--- config.mk ---
export PLATFORM = sky130hd
export DESIGN_NAME = dflow_pkt_builder
export DESIGN_NICKNAME = d
export VERILOG_FILES = /design/src/rtl/dflow_pkt_builder.sv
export SDC_FILE = /design/constraint.sdc
export NUM_CORES = 1
export LEC_CHECK = 0
export CAP_MARGIN = 20
export CELL_PAD_IN_SITES_DETAIL_PLACEMENT = 0
export CELL_PAD_IN_SITES_GLOBAL_PLACEMENT = 2
export CORE_ASPECT_RATIO = 0.9
export CORE_UTILIZATION = 22
export DETAILED_ROUTE_END_ITERATION = 10
export PLACE_DENSITY = 0.76
export REMOVE_ABC_BUFFERS = 1
export SLEW_MARGIN = 20
export SYNTH_ARGS = -nofsm -noshare
export SYNTH_HDL_FRONTEND = slang
export SYNTH_SLANG_ARGS = --single-unit
--- constraint.sdc ---
create_clock -name qdr_clk -period 4.1 [get_ports qdr_clk]
set_clock_uncertainty 0.15 [all_clocks]
set_input_delay 1.23 -clock qdr_clk [delete_from_list [all_inputs] [get_ports qdr_clk]]
set_output_delay 1.23 -clock qdr_clk [all_outputs]
set_load 0.1 [all_outputs]
--- src/rtl/dflow_pkt_builder.sv ---
// Flow descriptor to Eth/IPv4/L4 frame serialiser (256-bit AXIS, NetFPGA tuser); DFLOW_IP_CSUM_EN adds the IP checksum state.
// Latency accept->first beat 1 cycle (2 with DFLOW_IP_CSUM_EN); beats held stable while tready=0, one descriptor in flight.
module dflow_pkt_builder #(
  parameter int          PKT_TUPLE_WIDTH      = 104,
  parameter int          PKT_LEN_WIDTH        = 16,
  parameter int          C_M_AXIS_DATA_WIDTH  = 256,
  parameter int          C_M_AXIS_TUSER_WIDTH = 128,
  parameter int          MIN_PKT_LEN          = 64,
  parameter int          MAX_PKT_LEN          = 1518,
  parameter logic [47:0] DST_MAC              = 48'h00_11_22_33_44_55,
  parameter logic [47:0] SRC_MAC              = 48'h00_AA_BB_CC_DD_EE,
  parameter logic [7:0]  TUSER_SRC_PORT       = 8'h00,
  parameter logic [7:0]  TUSER_DST_PORT       = 8'h01
) (
  input  logic                                 qdr_clk,
  input  logic                                 reset,
  input  logic [PKT_TUPLE_WIDTH-1:0]           fivetuple_data_in,
  input  logic [PKT_LEN_WIDTH-1:0]             pkt_len_in,
  input  logic                                 tuple_in_vld,
  output logic                                 tuple_in_ready,
  output logic [C_M_AXIS_DATA_WIDTH-1:0]       m_axis_tdata,
  output logic [C_M_AXIS_DATA_WIDTH/8-1:0]     m_axis_tkeep,
  output logic [C_M_AXIS_TUSER_WIDTH-1:0]      m_axis_tuser,
  output logic                                 m_axis_tvalid,
  input  logic                                 m_axis_tready,
  output logic                                 m_axis_tlast,
  output logic [31:0]                          pkt_cnt
);

  typedef enum logic [2:0] {IDLE, CSUM, HDR0, HDR1, BODY} state_t;

  localparam logic [PKT_LEN_WIDTH-1:0] MIN_L = PKT_LEN_WIDTH'(MIN_PKT_LEN);
  localparam logic [PKT_LEN_WIDTH-1:0] MAX_L = PKT_LEN_WIDTH'(MAX_PKT_LEN);

  state_t                            state_q, state_d;
  logic [PKT_TUPLE_WIDTH-1:0]        tuple_q, tuple_d;
  logic [PKT_LEN_WIDTH-1:0]          len_q, len_d, beat_q, beat_d;
  logic [15:0]                       id_q, id_d;
  logic [C_M_AXIS_DATA_WIDTH-1:0]    tdata_q, tdata_d;
  logic [C_M_AXIS_DATA_WIDTH/8-1:0]  tkeep_q, tkeep_d;
  logic [C_M_AXIS_TUSER_WIDTH-1:0]   tuser_q, tuser_d;
  logic                              tvalid_q, tvalid_d, tlast_q, tlast_d;
  logic [31:0]                       pkt_cnt_q, pkt_cnt_d;

  logic [PKT_LEN_WIDTH-1:0]          len_c, last_idx, next_beat;
  logic [PKT_LEN_WIDTH:0]            len_round;
  logic [C_M_AXIS_DATA_WIDTH/8-1:0]  last_keep;
  logic                              beat_hs;

  // Header fields are assembled wire-order (byte 0 in the MSBs), then byte-reversed onto tdata.
  function automatic logic [255:0] byte_swap(input logic [255:0] be);
    logic [255:0] r;
    for (int k = 0; k < 32; k++) r[8*k +: 8] = be[255-8*k -: 8];
    return r;
  endfunction

  function automatic logic [255:0] beat0(input logic [103:0] t, input logic [15:0] len,
                                         input logic [15:0] id, input logic [15:0] csum);
    logic [15:0] tot_len;
    tot_len = len - 16'd14;
    return byte_swap({DST_MAC, SRC_MAC, 16'h0800, 16'h4500, tot_len, id, 16'h4000,
                      8'h40, t[7:0], csum, t[103:72], t[71:56]});
  endfunction

  function automatic logic [255:0] beat1(input logic [103:0] t, input logic [15:0] len);
    logic [15:0] udp_len;
    udp_len = (t[7:0] == 8'd17) ? len - 16'd34 : 16'h0000;
    return byte_swap({t[55:40], t[39:24], t[23:8], udp_len, 192'b0});
  endfunction

`ifdef DFLOW_IP_CSUM_EN
  function automatic logic [15:0] ip_csum(input logic [103:0] t, input logic [15:0] tot_len,
                                          input logic [15:0] id);
    logic [19:0] s;
    s = 20'h04500 + {4'b0, tot_len} + {4'b0, id} + 20'h04000 + {12'h040, t[7:0]}
      + {4'b0, t[103:88]} + {4'b0, t[87:72]} + {4'b0, t[71:56]} + {4'b0, t[55:40]};
    s = {4'b0, s[15:0]} + {16'b0, s[19:16]};
    s = {4'b0, s[15:0]} + {16'b0, s[19:16]};
    return ~s[15:0];
  endfunction
`endif

  assign len_c     = (pkt_len_in < MIN_L) ? MIN_L : ((pkt_len_in > MAX_L) ? MAX_L : pkt_len_in);
  assign len_round = {1'b0, len_q} + (PKT_LEN_WIDTH+1)'(31);
  assign last_idx  = PKT_LEN_WIDTH'((len_round >> 5) - (PKT_LEN_WIDTH+1)'(1));
  assign next_beat = beat_q + PKT_LEN_WIDTH'(1);
  assign last_keep = (len_q[4:0] == 5'd0) ? '1 : ((32'h1 << len_q[4:0]) - 32'h1);
  assign beat_hs   = tvalid_q & m_axis_tready;

  assign tuple_in_ready = (state_q == IDLE) & ~reset;
  assign m_axis_tdata   = tdata_q;
  assign m_axis_tkeep   = tkeep_q;
  assign m_axis_tuser   = tuser_q;
  assign m_axis_tvalid  = tvalid_q;
  assign m_axis_tlast   = tlast_q;
  assign pkt_cnt        = pkt_cnt_q;

  always_comb begin
    state_d   = state_q;
    tuple_d   = tuple_q;
    len_d     = len_q;
    beat_d    = beat_q;
    id_d      = id_q;
    tdata_d   = tdata_q;
    tkeep_d   = tkeep_q;
    tuser_d   = tuser_q;
    tvalid_d  = tvalid_q;
    tlast_d   = tlast_q;
    pkt_cnt_d = pkt_cnt_q;
    case (state_q)
      IDLE: begin
        if (tuple_in_vld) begin
          tuple_d = fivetuple_data_in;
          len_d   = len_c;
          id_d    = pkt_cnt_q[15:0];
          tuser_d = {{(C_M_AXIS_TUSER_WIDTH-32){1'b0}}, TUSER_DST_PORT, TUSER_SRC_PORT, len_c};
`ifdef DFLOW_IP_CSUM_EN
          state_d = CSUM;
`else
          state_d  = HDR0;
          tdata_d  = beat0(fivetuple_data_in, len_c, pkt_cnt_q[15:0], 16'h0000);
          tkeep_d  = '1;
          tlast_d  = 1'b0;
          tvalid_d = 1'b1;
          beat_d   = '0;
`endif
        end
      end
`ifdef DFLOW_IP_CSUM_EN
      CSUM: begin
        state_d  = HDR0;
        tdata_d  = beat0(tuple_q, len_q, id_q, ip_csum(tuple_q, len_q - 16'd14, id_q));
        tkeep_d  = '1;
        tlast_d  = 1'b0;
        tvalid_d = 1'b1;
        beat_d   = '0;
      end
`endif
      HDR0: begin
        if (beat_hs) begin
          state_d = HDR1;
          tdata_d = beat1(tuple_q, len_q);
          beat_d  = next_beat;
          tlast_d = (next_beat == last_idx);
          tkeep_d = (next_beat == last_idx) ? last_keep : '1;
        end
      end
      HDR1, BODY: begin
        if (beat_hs) begin
          if (tlast_q) begin
            state_d   = IDLE;
            tvalid_d  = 1'b0;
            tlast_d   = 1'b0;
            pkt_cnt_d = pkt_cnt_q + 32'd1;
          end else begin
            state_d = BODY;
            tdata_d = '0;
            beat_d  = next_beat;
            tlast_d = (next_beat == last_idx);
            tkeep_d = (next_beat == last_idx) ? last_keep : '1;
          end
        end
      end
      default: state_d = IDLE;
    endcase
  end

  always_ff @(posedge qdr_clk) begin
    if (reset) begin
      state_q   <= IDLE;
      tuple_q   <= '0;
      len_q     <= '0;
      beat_q    <= '0;
      id_q      <= '0;
      tdata_q   <= '0;
      tkeep_q   <= '0;
      tuser_q   <= '0;
      tvalid_q  <= 1'b0;
      tlast_q   <= 1'b0;
      pkt_cnt_q <= '0;
    end else begin
      state_q   <= state_d;
      tuple_q   <= tuple_d;
      len_q     <= len_d;
      beat_q    <= beat_d;
      id_q      <= id_d;
      tdata_q   <= tdata_d;
      tkeep_q   <= tkeep_d;
      tuser_q   <= tuser_d;
      tvalid_q  <= tvalid_d;
      tlast_q   <= tlast_d;
      pkt_cnt_q <= pkt_cnt_d;
    end
  end

endmodule

==> results of run 1 <==
==> worst max-delay path by stage <==
| stage | start | slack, ns | end | cells after the start |
|---|---|---|---|---|
| 3_3_place_gp | pkt_len_in[12] | -0.38 | m_axis_tdata[129] | 13 |
| 5_1_grt | len_q[1] | 0.02 | m_axis_tkeep[10] | 13 |
| 6_report | pkt_len_in[12] | 0.20 | m_axis_tdata[129] | 13 |
| 4_1_cts | len_q[1] | 0.20 | m_axis_tkeep[10] | 14 |
| 3_5_place_dp | pkt_len_in[12] | -0.37 | m_axis_tdata[129] | 13 |
| 2_1_floorplan | m_axis_tdata[182] | -15.60 | m_axis_tdata[112] | 0 |
==> state kept, by name (all words and copies together), names as in the netlist <==
name	flops
beat_q	16
len_q	15
m_axis_tdata	153
m_axis_tkeep	32
m_axis_tlast	1
m_axis_tuser	2
m_axis_tvalid	1
pkt_cnt	32
state_q	3
tuple_q	56
==> through the flow <==
step	util	hold WS (ns)	TNS [ns]	cells	instance area (um2)
after floorplan	-	0.276	-1342.78	1710	13500
after global placement	0.277	0.289	-0.970	3032	18600
after detailed placement	0.277	0.293	-1.06	3032	18600
after CTS	0.297	0.301	0	3103	20000
after global routing	0.297	0.317	0	3103	20000
final	0.297	0.294	0	3103	20000
==> area by class of cell <==
cell class,count,area (um2)
Multi-Input combinational cell,1384,7300
Tap cell,874,1090
Inverter,15,56.3
Clock buffer,52,1100
Fill cell,7168,47200
Timing Repair Buffer,448,3940
Sequential cell,311,6230
Clock inverter,19,287
==> kinds of logic (layout without fill, tap and decap cells) <==
logic type                 count (synthesis)  in the layout  synth area share
AOI/OAI and AO/OA                        427            427             0.173
xor gates and xnor gates                  80             80            0.0467
adders and majority gates                  6              6           0.00500
buffers and inverters                    368            534             0.148
DFF                                      311            311             0.415
muxes                                      6              6           0.00400
other                                      1            187          0.000250
and+or+nand+nor                          678            678             0.208
==> per-layer routing <==
| metal | part of all wire | track usage | wire length, um | up-vias |
|---|---|---|---|---|
| met5 | 0.00070 | 0 | 35 | - |
| met4 | 0.015 | 0.0343 | 769 | 6 |
| met3 | 0.070 | 0.0412 | 3520 | 55 |
| met2 | 0.47 | 0.227 | 23800 | 399 |
| met1 | 0.44 | 0.175 | 22100 | 6549 |
| li1 | - | - | - | 6722 |
==> power by group through the flow <==
stage	sequential (mW)	combinational, mW	clock [mW]
CTS	3.24	2.75	3.83
finish	3.24	2.74	3.69
detailed placement	3.31	2.75	0
global placement	3.30	2.74	0
global route	3.26	2.86	3.95
floorplan	4.14	1.25	0
==> worst register-to-register path: stages, from the launching register on <==
cell,delay [ns]
dfxtp_1,0.34
inv_1,0.13
ha_1,0.27
or4b_1,0.48
or3_1,0.38
o211a_2,0.16
or2_1,0.25
or3_1,0.39
or3_1,0.43
a311oi_4,0.35
buf_12,0.24
a31oi_1,0.12
==> cells in the mapped netlist (22+ instances only) <==
library cell,n,area share
o21ai_0,79,0.026
or3_1,22,0.0092
nor3_1,52,0.017
nand2_1,226,0.057
nand3_1,73,0.024
buf_4,214,0.11
a22oi_1,79,0.040
a21oi_1,185,0.062
clkbuf_1,126,0.032
nor2_1,189,0.047
and3_1,28,0.012
dfxtp_1,311,0.41
xor2_1,37,0.022
xnor2_1,43,0.025
==> reports/qor.yml, run 1 <==
power:
  power_switching_mw: 3.77
  p_int_mw: 5.90
  seq_power_share: 0.335
  p_comb_frac: 0.283
  power_mw: 9.67
  clkPwrFrac: 0.381
  power.leakage_nw: 7.96
  p_sw_frac: 0.390
  p_per_area_nw_per_um2: 484
  vdd.ir_drop.worst_v: 0.000260
hold_path:
  min_to: "m_axis_tdata[35]"
  min_path_type: "reg2reg"
  min_from: "tuple_q[19]"
  min_path_cells: 2
die:
  row_count: 90
  dieWidth_um: 277
  num_io_pins: 575
  chipHeight_um: 250
  core-area_um2: 67200
  start_util: 0.223
  dieArea_um2: 69300
synthesis:
  synthDistinctLibCells: 70
  synth_flop_cell: "dfxtp_1"
  synth_warnings: 0
  ys_seq_elements: 311
  synth_edf_count: 0
  synthesis.area_um2: 15000
  syn_avg_cell_area_um2: 8.00
  ys_seq_area_frac: 0.415
  synthCells: 1877
  synthArstFlopShare: 0
timing:
  fin_crit_sh: 0.951
  tightest_slew_ns: 0.998
  hold_viol: 0
  finalMaxSlewViolations: 0
  setup-violations-final: 0
  rsz0062_at_grt: "no"
  worst_slack_ns: 0.202
  fin_crit_ns: 3.90
  fmax_mhz: 257
  relSlewSlack: 0.333
placement:
  dp_hpwl_mm: 34.2
  gp_congestion: 0.792
  portBuffers: 387
  place_ws_ns: -0.373
drt:
  viasPerCell: 4.43
  drt_iter0_markers: 843
  first_pass_iters: 5
  finalWirelength_mm: 50.2
  postRouteAntennaNets: 0
  wl_per_cell_um: 16.2
  route.detailed.drc: 0
  vias: 13700
cts:
  clkTransAtPathRegs_ns: 0.06
  clock_path_buffers: 3
  cts_made_buffers: 40
  cts_hold_buf: 0
  clk_latency_ns: 0.58
  cts.sinks: 311
  post_cts_buffers: 0
  post_cts_resized: 0
  tritoncts: "built"
  root_buffer: "clkbuf_16"
  htree_levels: 2
layout:
  drive_above_1_share: 0.158
  layout_commonest_cell: "dfxtp_1"
  final_cell_mix: "dfxtp_1 (311), buf_4 (251), nand2_1 (225), nor2_1 (188), clkdlybuf4s50_1 (188)"
  final_nets: 2330
  antenna_cells: 0
  synthToLayoutAreaGrowth_pct: 33.2
setup_path:
  worst_setup_path_end_kind: "flop"
  r2r-start: "len_q[1]"
  critPathKind: "in2reg"
  rr_worst_depth: 11
  cp_cell_sequence: "clkdlybuf4s50_1, or4_1, a211o_1, or2_2, o21ai_0, inv_1, ha_1, nand2_1, nand2_1, nor4_1, xor2_1, a32oi_1, nor2_1"
  worst-path-buf-inv: 2
  max_stage_delay_ns: 0.54
  arrival_ns: 4.17
  slowest_stage: "or4_1"
  crit_top_cell: "nand2_1"
  worstSetupStartpointType: "primary input"
  r2r_setup_slack_ns: 0.26
  critical_path.max_fanout: 4
  critPathTopFamily: "simple AND/OR/NAND/NOR gates"
  rr_endpoint: "m_axis_tkeep[27]"
  worstPathRequired_ns: 4.37
flow_run:
  drv_cap: 0
global_routing:
  grt_pass1_wl_mm: 76.7
  grt_use_total: 0.138
  grt_overflow: 0
  antenna_found_initial: 3
  grt_max_degree: 180
  first_global_vias: 13100
run_status:
  outcome: "finished, final reports clean"
Note: power is estimated with default switching activity, not from simulation.
==> inputs of run 2 (changes only) <==
- CAP_MARGIN: 20 -> default
- CORE_ASPECT_RATIO: 0.9 -> default
==> reports/qor.yml, run 2 (synthesized netlist as in run 1, its figures left out) <==
setup_path:
  r2r-start: "len_q[1]"
  rr_endpoint: "m_axis_tkeep[31]"
  max_stage_delay_ns: 0.54
  r2r_setup_slack_ns: 0.25
  crit_top_cell: "nand2_1"
  worstSetupStartpointType: "primary input"
  critical_path.max_fanout: 4
  worstPathRequired_ns: 4.36
  worst_setup_path_end_kind: "flop"
  critPathTopFamily: "simple AND/OR/NAND/NOR gates"
  critPathKind: "in2reg"
  arrival_ns: 4.15
  slowest_stage: "or4_1"
  rr_worst_depth: 11
  cp_cell_sequence: "clkdlybuf4s50_1, or4_1, a211o_1, or2_2, o21ai_0, inv_1, ha_1, nand2_1, nand2_1, nor4_1, xor2_1, a32oi_1, nor2_1"
  worst-path-buf-inv: 2
die:
  row_count: 95
  dieArea_um2: 69300
  start_util: 0.223
  chipHeight_um: 263
  core-area_um2: 67400
  num_io_pins: 575
  dieWidth_um: 263
timing:
  fin_crit_ns: 3.89
  finalSetupTns_ns: 0
  worst_slack_ns: 0.208
  finalMaxSlewViolations: 0
  hold_viol: 0
  fmax_mhz: 257
  relSlewSlack: 0.311
  rsz0062_at_grt: "no"
  fin_crit_sh: 0.949
  whs_ns: 0.300
  tightest_slew_ns: 1.03
  setup-violations-final: 0
placement:
  gp_congestion: 0.835
  dp_hpwl_mm: 35.3
  place_ws_ns: -0.341
  dp_cells: 3037
  portBuffers: 387
cts:
  clkTransAtPathRegs_ns: 0.06
  root_buffer: "clkbuf_16"
  clock_path_buffers: 3
  clk_latency_ns: 0.56
  cts.sinks: 311
  post_cts_resized: 0
  tritoncts: "built"
  cts_hold_buf: 0
  cts_made_buffers: 40
  post_cts_buffers: 0
  htree_levels: 2
layout:
  instances_no_fill: 3112
  filler_cell_count: 7227
  final_nets: 2336
  final_cell_mix: "dfxtp_1 (311), buf_4 (258), nand2_1 (225), nor2_1 (188)"
  multiInputGateArea_um2: 7300
  layout_commonest_cell: "dfxtp_1"
  largest_reg_flops: 153
  final_util: 0.298
  seqCellArea_um2: 6230
  synthToLayoutAreaGrowth_pct: 33.6
  drive_above_1_share: 0.164
flow_run:
  drv_cap: 0
global_routing:
  grt_max_degree: 99
  grt_pass1_wl_mm: 77.8
  first_global_vias: 13400
  antenna_found_initial: 2
  grt_use_total: 0.139
  grt_overflow: 0
drt:
  postRouteAntennaNets: 0
  wl_per_cell_um: 16.2
  viasPerCell: 4.43
  vias: 13800
  route.detailed.drc: 0
  drt_iter0_markers: 798
  finalWirelength_mm: 50.5
  first_pass_iters: 5
hold_path:
  min_path_cells: 2
  min_from: "m_axis_tdata[45]"
  min_path_type: "reg2reg"
  min_to: "m_axis_tdata[45]"
power:
  p_int_mw: 5.94
  power.leakage_nw: 8.02
  p_per_area_nw_per_um2: 483
  clkPwrFrac: 0.382
  power_switching_mw: 3.75
  seq_power_share: 0.335
  vdd.ir_drop.worst_v: 0.000300
  p_sw_frac: 0.387
  p_comb_frac: 0.284
run_status:
  outcome: "finished, final reports clean"
## run 2: cell types whose count changed in the layout (fill, tap and decap cells not counted), moves of 3 or more
cell	previous run	this run
clkbuf_1	7	3
clkbuf_8	6	11
inv_6	1	4
buf_4	251	258
clkinv_2	7	10
## run 2: area by class of cell
class,count,share of cell area
multi-input combinational,1384,0.364
sequential,311,0.310
timing repair buffer,454,0.199
clock buffer,53,0.0573
tap,873,0.0545
clock inverter,21,0.0125
inverter,15,0.00281
antenna,1,0.000125
## run 2: worst max-delay path by stage
stage / from / endpoint / slack [ns] / cells after the start
after global placement: pkt_len_in[12] / m_axis_tdata[129] / -0.34 / 13
after CTS: len_q[0] / m_axis_tkeep[14] / 0.26 / 14
after global routing: len_q[0] / m_axis_tkeep[30] / 0.03 / 15
after floorplan: m_axis_tdata[182] / m_axis_tdata[112] / -15.60 / 0
after detailed placement: pkt_len_in[12] / m_axis_tdata[129] / -0.34 / 13
final: pkt_len_in[12] / m_axis_tdata[129] / 0.21 / 13
## run 2: metal layers
metal | vias up | global-route usage | wire, um
met5 | - | 0 | 24
met4 | 4 | 0.0337 | 888
met3 | 60 | 0.0421 | 3690
met2 | 442 | 0.241 | 24600
met1 | 6550 | 0.168 | 21300
li1 | 6735 | - | -
## run 2: worst register-to-register path, delay by kind of cell, from the launching register on
kind,cells,cell delay [ns]
simple gates,5,1.97
buf+inv,2,0.38
flops,1,0.33
fa+ha+maj,1,0.26
compound gates,3,0.63
## run 2: through the flow
step | power, mW | area, um2
final | 9.69 | 20100
after global routing | 10.1 | 20100
after CTS | 9.85 | 20100
after detailed placement | 6.07 | 18700
after global placement | 6.06 | 18700
after floorplan | 5.39 | 13500
## run 2: power groups by stage
stage / clock, mW / sequential (mW) / combinational [mW]
final: 3.70 / 3.24 / 2.75
after global routing: 3.99 / 3.26 / 2.87
after CTS: 3.85 / 3.24 / 2.76
after detailed placement: 0 / 3.31 / 2.76
after global placement: 0 / 3.30 / 2.76
after floorplan: 0 / 4.14 / 1.25
